==> src/rtl/seqdet_pkg.sv <==
// rtl/seqdet_pkg.sv - shared state type and length helper for the sequence detector
package seqdet_pkg;

  typedef enum logic [1:0] {
    IDLE   = 2'd0,
    RUN    = 2'd1,
    REPORT = 2'd2
  } state_t;

  // A zero or oversized length means "use the whole pattern register".
  function automatic int unsigned len_clamp(input int unsigned len, input int unsigned maxlen);
    return ((len == 0) || (len > maxlen)) ? maxlen : len;
  endfunction

endpackage

==> src/rtl/seqdet_shift_match.sv <==
// rtl/seqdet_shift_match.sv - bit history, fill counter and length-masked pattern compare
module seqdet_shift_match
  import seqdet_pkg::*;
#(
  parameter int MAXLEN = 8,
  parameter int LENW   = $clog2(MAXLEN + 1)
) (
  input  logic              clk,
  input  logic              rstn,
  input  logic              clr,
  input  logic              shift,
  input  logic              bit_in,
  input  logic [LENW-1:0]   len,
  input  logic [MAXLEN-1:0] pattern,
  input  logic              overlap,
  output logic              match
);

  logic [MAXLEN-1:0] r_hist;
  logic [LENW-1:0]   r_fill;
  logic [MAXLEN-1:0] w_hist_next;
  logic [MAXLEN-1:0] w_mask;
  logic [LENW-1:0]   w_fill_next;

  always_comb begin
    w_hist_next = {r_hist[MAXLEN-2:0], bit_in};
    w_fill_next = (r_fill >= len) ? len : r_fill + 1'b1;
    for (int i = 0; i < MAXLEN; i++) begin
      w_mask[i] = (i < int'(len));
    end
  end

  // Predicts a hit for bit_in as if it were shifted; the top decides whether to commit it.
  assign match = (w_fill_next == len) && ((w_hist_next & w_mask) == (pattern & w_mask));

  always_ff @(posedge clk or negedge rstn) begin
    if (!rstn) begin
      r_hist <= '0;
      r_fill <= '0;
    end else if (clr) begin
      r_hist <= '0;
      r_fill <= '0;
    end else if (shift) begin
      if (match && !overlap) begin
        r_hist <= '0;
        r_fill <= '0;
      end else begin
        r_hist <= w_hist_next;
        r_fill <= w_fill_next;
      end
    end
  end

endmodule

==> src/rtl/seqdet_ctrl.sv <==
// rtl/seqdet_ctrl.sv - run controller: config latch, FSM, stream/event handshakes, match counter
module seqdet_ctrl
  import seqdet_pkg::*;
#(
  parameter  int MAXLEN = 8,
  parameter  int CNTW   = 16,
  localparam int LENW   = $clog2(MAXLEN + 1)
) (
  input  logic              clk,
  input  logic              rstn,
  input  logic              cfg_we,
  input  logic [MAXLEN-1:0] cfg_pattern,
  input  logic [LENW-1:0]   cfg_len,
  input  logic              cfg_overlap,
  input  logic              start,
  input  logic              stop,
  input  logic              in_valid,
  input  logic              in_bit,
  output logic              in_ready,
  output logic              match_valid,
  input  logic              match_ready,
  output logic [CNTW-1:0]   match_count,
  output logic              busy
);

  state_t            r_state;
  state_t            w_state_next;
  logic [MAXLEN-1:0] r_pattern;
  logic [LENW-1:0]   r_len;
  logic              r_overlap;
  logic [CNTW-1:0]   r_count;
  logic              r_stop_pend;

  logic w_go;
  logic w_accept;
  logic w_match;
  logic w_hit;
  logic w_shift;

  assign w_go     = (r_state == IDLE) && start && !stop;
  assign w_accept = (r_state == RUN) && in_valid;
  assign w_hit    = w_accept && w_match;
  // A bit taken alongside a non-matching stop is consumed but never enters the history.
  assign w_shift  = w_accept && (w_hit || !stop);

  seqdet_shift_match #(
    .MAXLEN (MAXLEN),
    .LENW   (LENW)
  ) u_shift_match (
    .clk     (clk),
    .rstn    (rstn),
    .clr     (w_go),
    .shift   (w_shift),
    .bit_in  (in_bit),
    .len     (r_len),
    .pattern (r_pattern),
    .overlap (r_overlap),
    .match   (w_match)
  );

  always_ff @(posedge clk or negedge rstn) begin
    if (!rstn) r_state <= IDLE;
    else       r_state <= w_state_next;
  end

  always_comb begin
    w_state_next = r_state;
    in_ready     = 1'b0;
    match_valid  = 1'b0;
    busy         = 1'b1;
    case (r_state)
      IDLE: begin
        busy = 1'b0;
        if (w_go) w_state_next = RUN;
      end
      RUN: begin
        in_ready = 1'b1;
        if (w_hit)     w_state_next = REPORT;
        else if (stop) w_state_next = IDLE;
      end
      REPORT: begin
        match_valid = 1'b1;
        if (match_ready) w_state_next = (r_stop_pend || stop) ? IDLE : RUN;
      end
      default: w_state_next = IDLE;
    endcase
  end

  always_ff @(posedge clk or negedge rstn) begin
    if (!rstn) begin
      r_pattern   <= '0;
      r_len       <= LENW'(MAXLEN);
      r_overlap   <= 1'b0;
      r_count     <= '0;
      r_stop_pend <= 1'b0;
    end else begin
      if ((r_state == IDLE) && cfg_we) begin
        r_pattern <= cfg_pattern;
        r_len     <= LENW'(len_clamp(32'(cfg_len), MAXLEN));
        r_overlap <= cfg_overlap;
      end
      if (w_go) begin
        r_count     <= '0;
        r_stop_pend <= 1'b0;
      end else begin
        if (w_hit && !(&r_count)) r_count <= r_count + 1'b1;
        if (w_hit && stop) begin
          r_stop_pend <= 1'b1;
        end else if (r_state == REPORT) begin
          if (match_ready) r_stop_pend <= 1'b0;
          else if (stop)   r_stop_pend <= 1'b1;
        end
      end
    end
  end

  assign match_count = r_count;

endmodule

==> config.mk <==
export PLATFORM = sky130hd
export DESIGN_NAME = seqdet_ctrl
export DESIGN_NICKNAME = d
export VERILOG_FILES = /design/src/rtl/seqdet_pkg.sv /design/src/rtl/seqdet_shift_match.sv /design/src/rtl/seqdet_ctrl.sv
export SDC_FILE = /design/constraint.sdc
export NUM_CORES = 1
export LEC_CHECK = 0
export CORE_ASPECT_RATIO = 1.2
export CORE_MARGIN = 10
export CORE_UTILIZATION = 55
export CTS_CLUSTER_DIAMETER = 150
export CTS_CLUSTER_SIZE = 24
export DETAILED_ROUTE_END_ITERATION = 16
export MAX_ROUTING_LAYER = met4
export PLACE_DENSITY_LB_ADDON = 0.12
export SYNTH_ARGS = -nofsm -noshare
export SYNTH_HDL_FRONTEND = slang
export SYNTH_HIERARCHICAL = 1
export SYNTH_SLANG_ARGS = --single-unit
==> constraint.sdc <==
create_clock -name clk -period 7.2 [get_ports clk]
set_input_delay 0.72 -clock clk [delete_from_list [all_inputs] [get_ports clk]]
set_output_delay 0.72 -clock clk [all_outputs]
set_load 0.03 [all_outputs]
==> impl_results.rst <==
.. list-table::
   :header-rows: 1

   * - Metric
     - Value
   * - Gate count of the mapped netlist
     - 261
   * - Post-synth net total
     - 288
   * - Worst relative slew slack
     - 0.228
   * - Initial DRC Count
     - 84
   * - Worst reg2reg path endpoint
     - match_count[11]
   * - Critical path buffers and inverters
     - 1
   * - Design internal power
     - 0.468 mW
   * - Switching share of power
     - 0.366
   * - Comb pwr share
     - 0.364
   * - List of cells traversed by the critical path
     - clkdlybuf4s50_1 -> xor2_1 -> o41ai_1 -> o2111ai_1 -> a211oi_1 -> nand4b_4 -> or3_1 -> or4_1 -> a21oi_1
   * - Vias in the first global route
     - 2104
   * - Worst reg2reg path depth
     - 9
   * - Synthesized area per cell
     - 9.94 µm²
   * - Flop and latch count out of synthesis
     - 43
   * - Final weighted congestion of routability-driven global placement
     - 0.913
   * - Most used flip-flop cell after synthesis
     - dfrtp_1
   * - Final Max Slew Viols
     - 0
   * - Area growth, synth to finish
     - 19.6%
   * - Overall global routing resource usage
     - 0.164
   * - Die width
     - 82.7 µm
   * - Post-synth top cells
     - dfrtp_1 (42), nand2_1 (28), inv_1 (18)
   * - Source-to-sink clock delay at the later pin of the worst-skew pair
     - 0.29 ns
   * - Number of clock sinks
     - 43
   * - Unrepaired setup endpoints after global routing
     - no
   * - TritonCTS clock tree
     - built
   * - Maximum buffer depth of the clock tree
     - 2
   * - Register clock-pin slew on the reported worst setup and hold paths
     - 0.08 ns
   * - Largest net degree at the start of global routing
     - 44
   * - CP max-delay cell
     - a211oi_1
   * - Setup_tns
     - 0 ns
   * - Cell Rows
     - 27
   * - Startpoint types
     - primary input
   * - Worst voltage drop across the vdd grid
     - 0.162 mV
   * - Wire per inst
     - 16.7 µm
   * - Net switching component of the power
     - 0.270 mW
   * - Ranking of synthesized cells by area
     - dfrtp_1 (41%), nand2_1 (4.1%), mux2_2 (3.9%)
   * - Chip Height
     - 95.2 µm
   * - Number of violations of the max-capacitance limit
     - 0
   * - Maximum operating frequency
     - 288 MHz
   * - Critical path data arrival time
     - 3.69 ns
   * - Path type of the worst min-delay path
     - reg -> reg
   * - Proportion of synthesized chip area in sequential cells
     - 0.415
   * - Fraction of registers with async set/reset
     - 1.00
   * - Cts bufs inserted
     - 5
   * - Clock root cell
     - clkbuf_8
   * - Post-CTS setup buffer count
     - 0
   * - Antenna violations before repair
     - 0
   * - Outcome
     - complete, no violations
   * - Actual slew at the worst max-slew pin
     - 1.16 ns
   * - Met1 layer usage reported by global route
     - 0.173
   * - Power per standard cell area
     - 238 nW/µm²
   * - Total non-filler cell area in the finished layout
     - 3100 µm²
   * - Count of warnings emitted by yosys
     - 6
   * - Netlist Area Pre-Place
     - 2590 µm²
   * - Cell class contributing the biggest share of worst-path delay
     - simple AND/OR/NAND/NOR gates
   * - Number of detailed-route iterations in the first pass
     - 4
   * - Routing layer with the top usage in global route
     - met2
   * - Total vias in the final route
     - 2128
   * - Worst clock skew
     - 0.00339 ns
   * - Buffers added on ports
     - 39
   * - Detail Route Antenna Nets
     - 0
   * - Fill cell count
     - 406
   * - Leakage
     - 1.26 nW
   * - Endpoints failing setup
     - 0
   * - Count of H-tree levels built during CTS
     - 2
   * - Final min period
     - 3.47 ns
   * - Routed WL
     - 6000 µm
   * - CTS Hold Bufs
     - 0
   * - Final hold violations
     - 0
   * - Post-synth EDFFs
     - 0
   * - Met3 layer usage reported by global route
     - 0.0414
   * - Source of the worst register-to-register timing path
     - r_len[3]
   * - Final antenna diode count
     - 0
   * - Top-Level Pins
     - 40
   * - Placeable core area
     - 4590 µm²
   * - Area post-placement
     - 3020 µm²
   * - Per-cell via count in the routed design
     - 5.93
   * - CP max FO
     - 9
   * - Met2 track demand over resource
     - 0.287
   * - # DRC
     - 0
   * - Top cell type by total area after synthesis
     - dfrtp_1
   * - Proportion of layout cells with a drive suffix above 1
     - 0.140
   * - Clock network fraction of total power
     - 0.214
   * - Critical path type
     - in -> reg
   * - Data required time of the worst path
     - 7.42 ns
   * - Launch point of the worst hold path
     - r_stop_pend
   * - CTS resizes
     - 0
   * - Starting Density
     - 0.565
   * - Cell with the most instances after synthesis
     - dfrtp_1
   * - HPWL Detailed
     - 4540 µm
   * - Crit share post-route
     - 0.482
   * - End of the worst hold path
     - r_stop_pend
   * - Final global-route overflow total
     - 0
   * - Synth unique cells
     - 51
   * - Portion of total power attributed to sequential cells
     - 0.422
   * - Die Outline Area
     - 7870 µm²
   * - Maximum single-stage delay on the critical path
     - 0.60 ns
   * - Register-to-Register Setup Slack
     - 3.84 ns
   * - Capturing element type of the critical path
     - flip-flop
   * - Nets@finish
     - 328
   * - Wire length of the first global-routing pass
     - 9920 µm
   * - Proportion of netlist area held by the largest area contributor
     - 0.405
   * - Hold Path Depth
     - 1
## stage by stage
stage	total power [mW]	utilization	cells	setup WS [ns]	hold WS, ns
after floorplan	0.517	-	261	4.19	0.424
after global placement	0.574	0.656	352	3.63	0.480
after detailed placement	0.584	0.656	352	3.47	0.475
after CTS	0.745	0.675	359	3.79	0.503
after global routing	0.789	0.675	359	3.53	0.521
final	0.738	0.675	359	3.73	0.499
## worst max path at each step
stage                     startpoint         endpoint  cells past startpoint
after CTS                     in_bit  match_count[11]                      9
final                         in_bit  match_count[11]                      9
after floorplan             r_len[3]  match_count[11]                     11
after global placement        in_bit   match_count[9]                      9
after global routing          in_bit   match_count[9]                      9
after detailed placement      in_bit  match_count[11]                      9
## logic make-up (layout without fill, tap and decap cells)
| family | count (synthesis) | after routing | share of synthesized area |
|---|---|---|---|
| xor gates and xnor gates | 14 | 14 | 0.0502 |
| DFF | 43 | 43 | 0.415 |
| buffers and inverters | 25 | 65 | 0.0429 |
| and+or+nand+nor | 92 | 92 | 0.201 |
| adders and majority gates | 6 | 6 | 0.0289 |
| AOI/OAI and AO/OA | 65 | 65 | 0.195 |
| muxes | 16 | 16 | 0.0661 |
## state kept, by name (all words and copies together), names as in the netlist
| signal | cells |
|---|---|
| match_count | 16 |
| r_pattern | 8 |
| u_shift_match/r_hist | 7 |
| r_len | 4 |
| u_shift_match/r_fill | 4 |
| r_state | 2 |
| r_overlap | 1 |
| r_stop_pend | 1 |
## placed cells by master (no fill, tap or decap), drive strengths merged, types with 3 or more instances in the layout
master and instances:
nand4 7, xor2 7, nor2 7, a2111oi 3, or2 3, nand3 9
clkdlybuf4s50 38, nand2b 7, a21oi 18, nor3 10, o31ai 16, ha 6
dfrtp 42, inv 18, xnor2 7, nor4 4, mux2 9, clkbuf 6
nand2 28, o21a 3, or4 6, o21ai 12, mux2i 7
## power by group through the flow
| stage | clock network (mW) | logic [mW] | registers [mW] |
|---|---|---|---|
| after global routing | 0.175 | 0.297 | 0.317 |
| final | 0.158 | 0.269 | 0.312 |
| after floorplan | 0 | 0.211 | 0.306 |
| after CTS | 0.165 | 0.269 | 0.311 |
| after detailed placement | 0 | 0.269 | 0.315 |
| after global placement | 0 | 0.260 | 0.314 |
## layer usage
layer	wire (µm)	up-vias	part of all wire
met5	0	-	0
met4	98	0	0.016
met3	316	10	0.053
met2	3240	58	0.54
met1	2340	1018	0.39
li1	-	1042	-
## layout make-up
class / count / area, µm² / share of cell area
flip-flops and latches: 43 / 1080 / 0.347
repair buffers: 40 / 393 / 0.127
clock inverters: 1 / 5.00 / 0.00161
multi-input cells: 193 / 1410 / 0.453
well taps: 58 / 72.6 / 0.0234
inverters: 18 / 67.6 / 0.0218
clock buffers: 6 / 82.6 / 0.0266
Power figures use the tool's default switching activity.
